==> src/rtl/ops_pkg.sv <==
// Shared operation and executor-state encodings for the FIFO and the op executor.
package ops_pkg;

  typedef enum logic [1:0] {
    OP_NOP = 2'd0,
    OP_ADD = 2'd1,
    OP_SUB = 2'd2,
    OP_MUL = 2'd3
  } operation_t;

  typedef enum logic [1:0] {
    ST_IDLE = 2'd0,
    ST_MUL  = 2'd1,
    ST_OUT  = 2'd2
  } exec_state_t;

endpackage

==> src/rtl/op_executor_if.sv <==
// FIFO read side plus result handshake of the op executor.
// OP_EXEC_OVF_EN adds the ovf flag that travels with result.
interface op_executor_if #(
  parameter int DATA_WIDTH = 8
);
  import ops_pkg::*;

  // Pop when fifo_pop && !fifo_empty at a rising edge; a result transfers on the
  // edge where result_valid && result_ready, and result stays stable until then.
  operation_t            op_in;
  logic                  fifo_empty;
  logic [DATA_WIDTH-1:0] operand;
  logic                  fifo_pop;
  logic [DATA_WIDTH-1:0] result;
  logic                  result_valid;
  logic                  result_ready;
`ifdef OP_EXEC_OVF_EN
  logic                  ovf;
`endif

  modport master (
    input  op_in, fifo_empty, operand, result_ready,
`ifdef OP_EXEC_OVF_EN
    output ovf,
`endif
    output fifo_pop, result, result_valid
  );

  modport slave (
    output op_in, fifo_empty, operand, result_ready,
`ifdef OP_EXEC_OVF_EN
    input  ovf,
`endif
    input  fifo_pop, result, result_valid
  );

endinterface

==> src/rtl/op_executor_shift_add_mul.sv <==
// Iterative LSB-first shift-add multiplier; product is valid combinationally while done is high.
module shift_add_mul #(
  parameter int DATA_WIDTH = 8
) (
  input  logic                    clk,
  input  logic                    rst,
  input  logic                    start,
  input  logic                    abort,
  input  logic [DATA_WIDTH-1:0]   a,
  input  logic [DATA_WIDTH-1:0]   b,
  output logic [2*DATA_WIDTH-1:0] product,
  output logic                    done
);
  localparam int CW = (DATA_WIDTH > 1) ? $clog2(DATA_WIDTH) : 1;

  logic [2*DATA_WIDTH-1:0] mcand_q;
  logic [2*DATA_WIDTH-1:0] partial_q, partial_d;
  logic [DATA_WIDTH-1:0]   mplier_q;
  logic [CW-1:0]           count_q;
  logic                    run_q;

  // The last bit is folded in combinationally so the product lands on the W-th cycle.
  always_comb begin
    partial_d = partial_q;
    if (mplier_q[0]) partial_d = partial_q + mcand_q;
  end

  assign product = partial_d;
  assign done    = run_q && (count_q == CW'(DATA_WIDTH - 1));

  always_ff @(posedge clk or posedge rst) begin
    if (rst) begin
      mcand_q   <= '0;
      partial_q <= '0;
      mplier_q  <= '0;
      count_q   <= '0;
      run_q     <= 1'b0;
    end else if (abort) begin
      count_q <= '0;
      run_q   <= 1'b0;
    end else if (start) begin
      mcand_q   <= {{DATA_WIDTH{1'b0}}, a};
      mplier_q  <= b;
      partial_q <= '0;
      count_q   <= '0;
      run_q     <= 1'b1;
    end else if (run_q) begin
      partial_q <= partial_d;
      mcand_q   <= mcand_q << 1;
      mplier_q  <= mplier_q >> 1;
      count_q   <= count_q + 1'b1;
      if (done) run_q <= 1'b0;
    end
  end

endmodule

==> src/rtl/op_executor.sv <==
// Op executor: pops operations from the FIFO, applies them to an accumulator, hands results out.
// OP_EXEC_OVF_EN adds an ovf flag registered with each result.
module op_executor
  import ops_pkg::*;
#(
  parameter int                    DATA_WIDTH = 8,
  parameter logic [DATA_WIDTH-1:0] ACC_INIT   = '0
) (
  input  logic        clk,
  input  logic        rst,
  input  logic        flush,
  op_executor_if.master bus,
  output logic        busy,
  output exec_state_t state_o
);
  exec_state_t             state_q, state_d;
  logic [DATA_WIDTH-1:0]   acc_q, acc_d;
  logic [DATA_WIDTH-1:0]   result_q, result_d;
  logic                    ovf_d;
  logic                    pop;
  logic                    mul_start;
  logic                    mul_done;
  logic [2*DATA_WIDTH-1:0] mul_product;
  logic [DATA_WIDTH:0]     sum;
  logic [DATA_WIDTH:0]     diff;

  // Top bit of each holds carry-out / borrow respectively.
  assign sum  = {1'b0, acc_q} + {1'b0, bus.operand};
  assign diff = {1'b0, acc_q} - {1'b0, bus.operand};

  shift_add_mul #(.DATA_WIDTH(DATA_WIDTH)) u_mul (
    .clk     (clk),
    .rst     (rst),
    .start   (mul_start),
    .abort   (flush),
    .a       (acc_q),
    .b       (bus.operand),
    .product (mul_product),
    .done    (mul_done)
  );

  always_comb begin
    state_d   = state_q;
    acc_d     = acc_q;
    result_d  = result_q;
    ovf_d     = 1'b0;
    pop       = 1'b0;
    mul_start = 1'b0;
    unique case (state_q)
      ST_IDLE: begin
        if (!bus.fifo_empty && !flush) begin
          pop = 1'b1;
          unique case (bus.op_in)
            OP_ADD: begin
              acc_d    = sum[DATA_WIDTH-1:0];
              result_d = sum[DATA_WIDTH-1:0];
              ovf_d    = sum[DATA_WIDTH];
              state_d  = ST_OUT;
            end
            OP_SUB: begin
              acc_d    = diff[DATA_WIDTH-1:0];
              result_d = diff[DATA_WIDTH-1:0];
              ovf_d    = diff[DATA_WIDTH];
              state_d  = ST_OUT;
            end
            OP_MUL: begin
              mul_start = 1'b1;
              state_d   = ST_MUL;
            end
            default: ;
          endcase
        end
      end
      ST_MUL: begin
        if (mul_done) begin
          acc_d    = mul_product[DATA_WIDTH-1:0];
          result_d = mul_product[DATA_WIDTH-1:0];
          ovf_d    = |mul_product[2*DATA_WIDTH-1:DATA_WIDTH];
          state_d  = ST_OUT;
        end
      end
      ST_OUT: begin
        if (bus.result_ready) state_d = ST_IDLE;
      end
      default: state_d = ST_IDLE;
    endcase
    // Flush overrides everything, including a same-cycle handshake.
    if (flush) begin
      state_d  = ST_IDLE;
      acc_d    = ACC_INIT;
      result_d = ACC_INIT;
      ovf_d    = 1'b0;
    end
  end

  always_ff @(posedge clk or posedge rst) begin
    if (rst) begin
      state_q  <= ST_IDLE;
      acc_q    <= ACC_INIT;
      result_q <= ACC_INIT;
    end else begin
      state_q  <= state_d;
      acc_q    <= acc_d;
      result_q <= result_d;
    end
  end

`ifdef OP_EXEC_OVF_EN
  logic ovf_q;
  // ovf only updates when a new result is written, so it stays paired with result.
  always_ff @(posedge clk or posedge rst) begin
    if (rst)                                       ovf_q <= 1'b0;
    else if (flush)                                ovf_q <= 1'b0;
    else if (state_d == ST_OUT && state_q != ST_OUT) ovf_q <= ovf_d;
  end
  assign bus.ovf = ovf_q;
`else
  logic unused_ovf;
  assign unused_ovf = ovf_d;
`endif

  assign bus.fifo_pop     = pop;
  assign bus.result       = result_q;
  assign bus.result_valid = (state_q == ST_OUT);
  assign busy             = (state_q != ST_IDLE);
  assign state_o          = state_q;

endmodule

==> src/flat_wrapper.sv <==
// flat-port wrapper written by rule: the top's interface ports become plain ports
module op_executor_flat import ops_pkg::*;
#(
  parameter int                    DATA_WIDTH = 8,
  parameter logic [DATA_WIDTH-1:0] ACC_INIT   = '0
)
  (clk, rst, flush, busy, state_o, bus_op_in, bus_fifo_empty, bus_operand, bus_result_ready, bus_fifo_pop, bus_result, bus_result_valid);
  op_executor_if #(.DATA_WIDTH(DATA_WIDTH)) bus_i ();
  input  logic clk;
  input  logic rst;
  input  logic flush;
  output logic busy;
  output exec_state_t state_o;
  input wire logic [$bits(bus_i.op_in)-1:0] bus_op_in;
  input wire logic [$bits(bus_i.fifo_empty)-1:0] bus_fifo_empty;
  input wire logic [$bits(bus_i.operand)-1:0] bus_operand;
  input wire logic [$bits(bus_i.result_ready)-1:0] bus_result_ready;
  output wire logic [$bits(bus_i.fifo_pop)-1:0] bus_fifo_pop;
  output wire logic [$bits(bus_i.result)-1:0] bus_result;
  output wire logic [$bits(bus_i.result_valid)-1:0] bus_result_valid;
  assign bus_i.op_in = bus_op_in;
  assign bus_i.fifo_empty = bus_fifo_empty;
  assign bus_i.operand = bus_operand;
  assign bus_i.result_ready = bus_result_ready;
  assign bus_fifo_pop = bus_i.fifo_pop;
  assign bus_result = bus_i.result;
  assign bus_result_valid = bus_i.result_valid;
  op_executor #(.DATA_WIDTH(DATA_WIDTH), .ACC_INIT(ACC_INIT)) u_core (.clk(clk), .rst(rst), .flush(flush), .bus(bus_i), .busy(busy), .state_o(state_o));
endmodule
==> config.mk <==
export PLATFORM = sky130hd
export DESIGN_NAME = op_executor_flat
export DESIGN_NICKNAME = d
export VERILOG_FILES = /design/src/rtl/ops_pkg.sv /design/src/rtl/op_executor_if.sv /design/src/rtl/op_executor_shift_add_mul.sv /design/src/rtl/op_executor.sv /design/src/flat_wrapper.sv
export SDC_FILE = /design/constraint.sdc
export NUM_CORES = 1
export LEC_CHECK = 0
export ABC_AREA = 1
export BUFFER_PORTS_ARGS = -buffer_cell sky130_fd_sc_hd__buf_2
export CAP_MARGIN = 20
export CELL_PAD_IN_SITES_DETAIL_PLACEMENT = 1
export CELL_PAD_IN_SITES_GLOBAL_PLACEMENT = 1
export CORE_UTILIZATION = 39
export CTS_CLUSTER_DIAMETER = 50
export CTS_CLUSTER_SIZE = 30
export DETAILED_ROUTE_END_ITERATION = 10
export HOLD_SLACK_MARGIN = 0.05
export PLACE_DENSITY_LB_ADDON = 0.1
export SLEW_MARGIN = 20
export SYNTH_ARGS = -nofsm -noshare
export SYNTH_HDL_FRONTEND = slang
export SYNTH_SLANG_ARGS = --single-unit
==> constraint.sdc <==
create_clock -name clk -period 1.7 [get_ports clk]
set_input_delay 0 -clock clk [delete_from_list [all_inputs] [get_ports clk]]
set_output_delay 0 -clock clk [all_outputs]
set_load 0.01 [all_outputs]
**Word level (Yosys, flattened, before mapping)**

Index checks and enable logic that the tools add are counted.

- Register bits after elaboration: 54
- Input port bits: 15
- Output and inout port bits: 13
- Logic and storage cells: 69

- Add/subtract/negate cells: 4
- Eq/ne operators: 11
- Mux-type cells: 30
- Bitwise gates (word level): 1
- Reductions and logical operators: 15

Operators by type and width:

| kind | count |
|---|---|
| 16-bit two-way mux | 5 |
| 8-bit two-way mux | 5 |
| 8-bit one-hot mux with 2 select lines | 2 |
| 16-bit adder | 1 |
| 1-bit two-way mux | 9 |
| 3-bit two-way mux | 3 |
| 8-bit adder | 1 |
| 2-bit two-way mux | 4 |
| 4-bit != test, second input constant | 2 |
| 4-bit AND reduction | 2 |
| 8-bit subtractor | 1 |
| 2-bit equality test, second input constant | 3 |
| 3-bit by 2-bit != test with 1-bit output, second input constant | 2 |
| 2-bit one-hot mux with 3 select lines | 1 |
| 2-bit nonzero test | 3 |
| 3-bit nonzero test | 2 |
| 2-bit by 1-bit equality test with 1-bit output, second input constant | 2 |
| 2-bit one-hot mux with 2 select lines | 1 |
| 3-bit by 1-bit adder with 3-bit output, second input constant | 1 |
| 3-bit equality test, second input constant | 1 |
| 3-bit != test, second input constant | 1 |
| 3-bit AND reduction | 1 |
| 1-bit logical AND | 2 |
| 1-bit logical NOT | 2 |
| other kinds (4) | 4 |

**Longest topological paths before layout**

- Depth in word-level cells: 6
- Gate-level depth with buffers: 18
- Depth with buffers taken out: 18

**Cells and area by module**

A second synthesis with hierarchy kept.

- Cells, all modules: 577
- Area total of the unflattened synthesis: 4,016.4 um^2

By module, submodules not included:

| module | instances | cells an instance | area an instance (um^2) | sequential area each (um^2) |
|---|---|---|---|---|
| shift_add_mul | 1 | 408 | 2,916.5 | 1,101.1 |
| op_executor | 1 | 169 | 1,099.8 | 250.2 |

**Worst setup path before layout**

No wires, ideal clock.

- Path kind: input-to-reg
- Start point: input port bus_operand[0]
- End point: register u_core.acc_q[7]
- Library setup time: 116 ps
- Arrival: 1,678 ps
- Required time: 1,584 ps
- Slack: -94 ps
- Stages on the path: 17
- Buffers on the path: 0
- Cells stage by stage: inv_1 ha_1 nand2_1 o21ai_0 o21ai_0 xnor2_1 ha_1 nand2_1 inv_1 a21oi_1 nand2_1 nand3_1 nand3_1 nand2_1 inv_1 nand2_1 nand2_1

- Word-level cells in the longest chain between the ends: 5
- Elaborated cells on any way between the ends: 6
- Those cells by class: 2 x add/sub; 4 x mux

RTL lines:

| item | RTL line | text |
|---|---|---|
| start: declaration | flat_wrapper.sv:16 | `input wire logic [$bits(bus_i.operand)-1:0] bus_operand;` |
| 8-bit subtractor / 8-bit adder (equally long branches) | op_executor.sv:29, op_executor.sv:28 |  |
| 8-bit one-hot mux with 2 select lines * | op_executor.sv:53 | `unique case (bus.op_in)` |
| 8-bit two-way mux * | op_executor.sv:51 | `if (!bus.fifo_empty && !flush) begin` |
| 8-bit one-hot mux with 2 select lines * | op_executor.sv:49 | `unique case (state_q)` |
| 8-bit two-way mux * | op_executor.sv:88 | `if (flush) begin` |
| end signal: assignment | op_executor.sv:99 | `acc_q <= ACC_INIT;` |
| end signal: assignment | op_executor.sv:103 | `acc_q <= acc_d;` |
| end: declaration | op_executor.sv:17 | `logic [DATA_WIDTH-1:0] acc_q, acc_d;` |

Mark *: on every way between the ends. The rest lies on a longest branch, timed or not. The select of a mux whose other input is x is not followed.
A chain may end at the register's enable or synchronous reset.

**Worst setup path after layout**

- Start point: register u_core.u_mul.mcand_q[0]
- End point: register u_core.acc_q[2]

- Word-level cells in the longest chain between the ends: 5

RTL lines:

| item | RTL line | text |
|---|---|---|
| start: declaration | op_executor_shift_add_mul.sv:16 | `logic [2*DATA_WIDTH-1:0] mcand_q;` |
| start signal: assignment | op_executor_shift_add_mul.sv:42 | `mcand_q <= {{DATA_WIDTH{1'b0}}, a};` |
| start signal: assignment | op_executor_shift_add_mul.sv:49 | `mcand_q <= mcand_q << 1;` |
| 16-bit adder | op_executor_shift_add_mul.sv:25 | `if (mplier_q[0]) partial_d = partial_q + mcand_q;` |
| 16-bit two-way mux | op_executor_shift_add_mul.sv:25 |  |
| 8-bit two-way mux | op_executor.sv:75 | `if (mul_done) begin` |
| 8-bit one-hot mux with 2 select lines | op_executor.sv:49 |  |
| 8-bit two-way mux | op_executor.sv:88 |  |

Every way passes these cells. The select of a mux whose other input is x is not followed.

==> metrics <==
status=finished, violations left; failing checks=setup timing; vias=3068; most used flip-flop cell after synthesis=dfrtp_1; Die W=85.2 µm; slowest cell on the critical path=dfrtp_1; Worst path max stage delay=0.42 ns; number of distinct library cells after synthesis=30; leading cell type in the layout, fill and taps excluded=nand2_1; RSZ-0062 raised after global routing=yes; first-pass GRT wire length=15000 µm; Root Driver=clkbuf_8; router iterations before antenna repair=4; max-slew violation count=0; Setup TNS=-0.722 ns; ys async rst share=1.00; IO Pins=28; worst hold margin=0.113 ns; PD cells=1530 nW/µm²; CP top delay family=adder cells; number of synthesized flops with an enable pin=0; Final Hold Viols=0; Cell Area, Placed=3350 µm²; startpoint types=flip-flop; maxcap violations=0; Worst Setup SP=u_core.u_mul.mcand_q[0]$_DFFE_PP0P_; Worst Path Required=1.89 ns; FF-to-FF setup slack=-0.12 ns; CP bufs+invs=1; GRT Overall Usage=0.264; die area=7270 µm²; Hold Path Cell Cnt=4; row cnt=29; worst-path maximum fanout=2; number of port buffers=27; Worst Hold Class=in -> reg; CTS tree=done; clk sinks=38; Initial DRC Count=107; CTS Buf Count=5; number of synthesis warnings=0; share of cells above drive strength 1=0.395; HP Start=bus_operand[1]; fin area=4100 µm²; HPWL Detailed=6790 µm; Worst EP arrival=2.01 ns; maximum clock rate=550 MHz; Die H=85.2 µm; initial antenna violation count=0; most frequent CP cell=nand2_1; antenna-violating nets left=0; Core Region=6530 µm²; Avg Cell Area, Syn=7.17 µm²; Pleak=2.12 nW; largest net degree at the start of global routing=39; crit path cell chain=ha_4 > fa_2 > buf_6 > nor2_4 > nor2_2 > a22oi_2 > nand2_1 > nand3_1 > nand2_1; CTS Buffer Depth=2; CP Class=reg -> reg; H-tree depth=2; maximum VDD drop=570 µV; period utilization=1.07; Crit. End Element=flip-flop; Via density=5.40; Starting Density=0.414; DRC viols=0; Mapped Area=2700 µm²; worst clock skew=0.0109 ns; Area Growth Syn to Fin=51.5%; total wire length=10500 µm; hold worst-path end=u_core.u_mul.mplier_q[1]$_DFFE_PP0P_; post-layout min period=1.82 ns; Clk pin slew, worst setup/hold paths=0.09 ns; Yosys reg bits=38; actual slew at the worst max-slew pin=0.501 ns; Final setup viols=21; clock latency on the worst-skew pair=0.31 ns; most frequent cells in the layout=102 x nand2_1, 74 x buf_4, 44 x inv_1; GR Overflow Total=0; NumNets Final=527; Slew headroom=0.666; RR Startpoint=u_core.u_mul.mcand_q[0]$_DFFE_PP0P_; Antenna diodes=0; worst-case reg-to-reg path depth=9; vias in the first global route=3112; Syn Inst Count=377; post-synthesis sequential area ratio=0.352; Reg2Reg Capture Point=u_core.acc_q[2]$_DFFE_PP0P_; Worst Slack Setup Final=-0.118 ns; syn nets=414; Wirelength per Cell=18.5 µm; Placer Congestion=0.839
==> report_power, final <==
group          internal [mW]  switching [mW]
Combinational           1.78            2.01
Clock                  0.588           0.374
Sequential              1.20           0.308
Total                   3.57            2.70
==> cells by family after synthesis <==
kind of cell / after synthesis / share of synthesized area
xor gates and xnor gates: 9 / 0.0292
adders and majority gates: 22 / 0.107
DFF: 38 / 0.352
buffers and inverters: 62 / 0.0884
muxes: 1 / 0.00370
AOI/OAI and AO/OA: 60 / 0.131
and+or+nand+nor: 185 / 0.289
==> layout make-up <==
type / count / area (µm²)
Inverter: 54 / 210
Tap cell: 77 / 96.3
Sequential cell: 38 / 952
Timing Repair Buffer: 114 / 871
Multi-Input combinational cell: 277 / 1830
Clock inverter: 3 / 68.8
Clock buffer: 5 / 68.8
Fill cell: 797 / 2440
==> worst max-delay path by stage <==
stage               cells past startpoint  slack [ns]                     endpoint
CTS                                     9       -0.09  u_core.acc_q[2]$_DFFE_PP0P_
global route                            9       -0.17  u_core.acc_q[2]$_DFFE_PP0P_
detailed placement                     18       -0.32  u_core.acc_q[7]$_DFFE_PP0P_
floorplan                              17       0.007  u_core.acc_q[7]$_DFFE_PP0P_
finish                                  9       -0.12  u_core.acc_q[2]$_DFFE_PP0P_
global placement                       18       -0.21  u_core.acc_q[7]$_DFFE_PP0P_
==> worst register-to-register path, delay by kind of cell (launching register included) <==
kind | cells | cell delay, ns
AOI/OAI and AO/OA | 1 | 0.21
adders and majority gates | 2 | 0.56
buffers and inverters | 1 | 0.14
DFF | 1 | 0.42
and+or+nand+nor | 5 | 0.39
==> layer usage <==
layer / track usage / vias to the layer above / share of wire / wire [µm]
met5: 0 / - / 0 / 0
met4: 0.0647 / 0 / 0.026 / 274
met3: 0.0263 / 22 / 0.023 / 240
met2: 0.488 / 55 / 0.54 / 5640
met1: 0.329 / 1545 / 0.41 / 4350
li1: - / 1446 / - / -
==> Yosys cell counts, types with 2 or more instances <==
cell type,n,area (µm²)
o22ai_1,3,18.8
o211ai_1,6,45.0
nand3_1,32,160
ha_1,20,250
nand2_1,117,439
clkbuf_1,5,18.8
inv_2,3,11.3
o31ai_1,2,15.0
a31oi_1,10,62.6
nand4_1,2,12.5
a21oi_1,11,55.1
buf_2,2,10.0
xor2_1,3,26.3
xnor2_1,6,52.6
nand3b_1,2,15.0
o21ai_0,25,125
nor2_1,24,90.1
inv_1,51,191
fa_1,2,40.0
dfrtp_1,38,951
nand2_2,3,18.8
or2_2,2,12.5
==> registers in the layout (all words and copies together) (netlist names) <==
signal and cells:
u_core.acc_q 8, u_core.u_mul.count_q 3, u_core.u_mul.run_q 1, u_core.u_mul.mplier_q 8, u_core.u_mul.partial_q 8, u_core.state_o 2
u_core.u_mul.mcand_q 8
==> per-stage QoR <==
step / instances / util / setup WS [ns] / power (mW)
after floorplan: 377 / - / 0.00705 / 3.02
after global placement: 530 / 0.513 / -0.209 / 4.02
after detailed placement: 530 / 0.513 / -0.318 / 4.17
after CTS: 545 / 0.560 / -0.0884 / 5.38
after global routing: 568 / 0.627 / -0.172 / 6.67
final: 568 / 0.627 / -0.118 / 6.26
==> timing repair <==
action / in CTS / in global routing
hold buffers: 5 / 0
gates resized for setup: 25 / 63
buffers inserted: 3 / 22
cloned: 0 / 1
setup endpoints to repair: 19 / 37
pin swaps: 9 / 25
hold endpoints to repair: 43 / 0
Power figures use the tool's default switching activity.
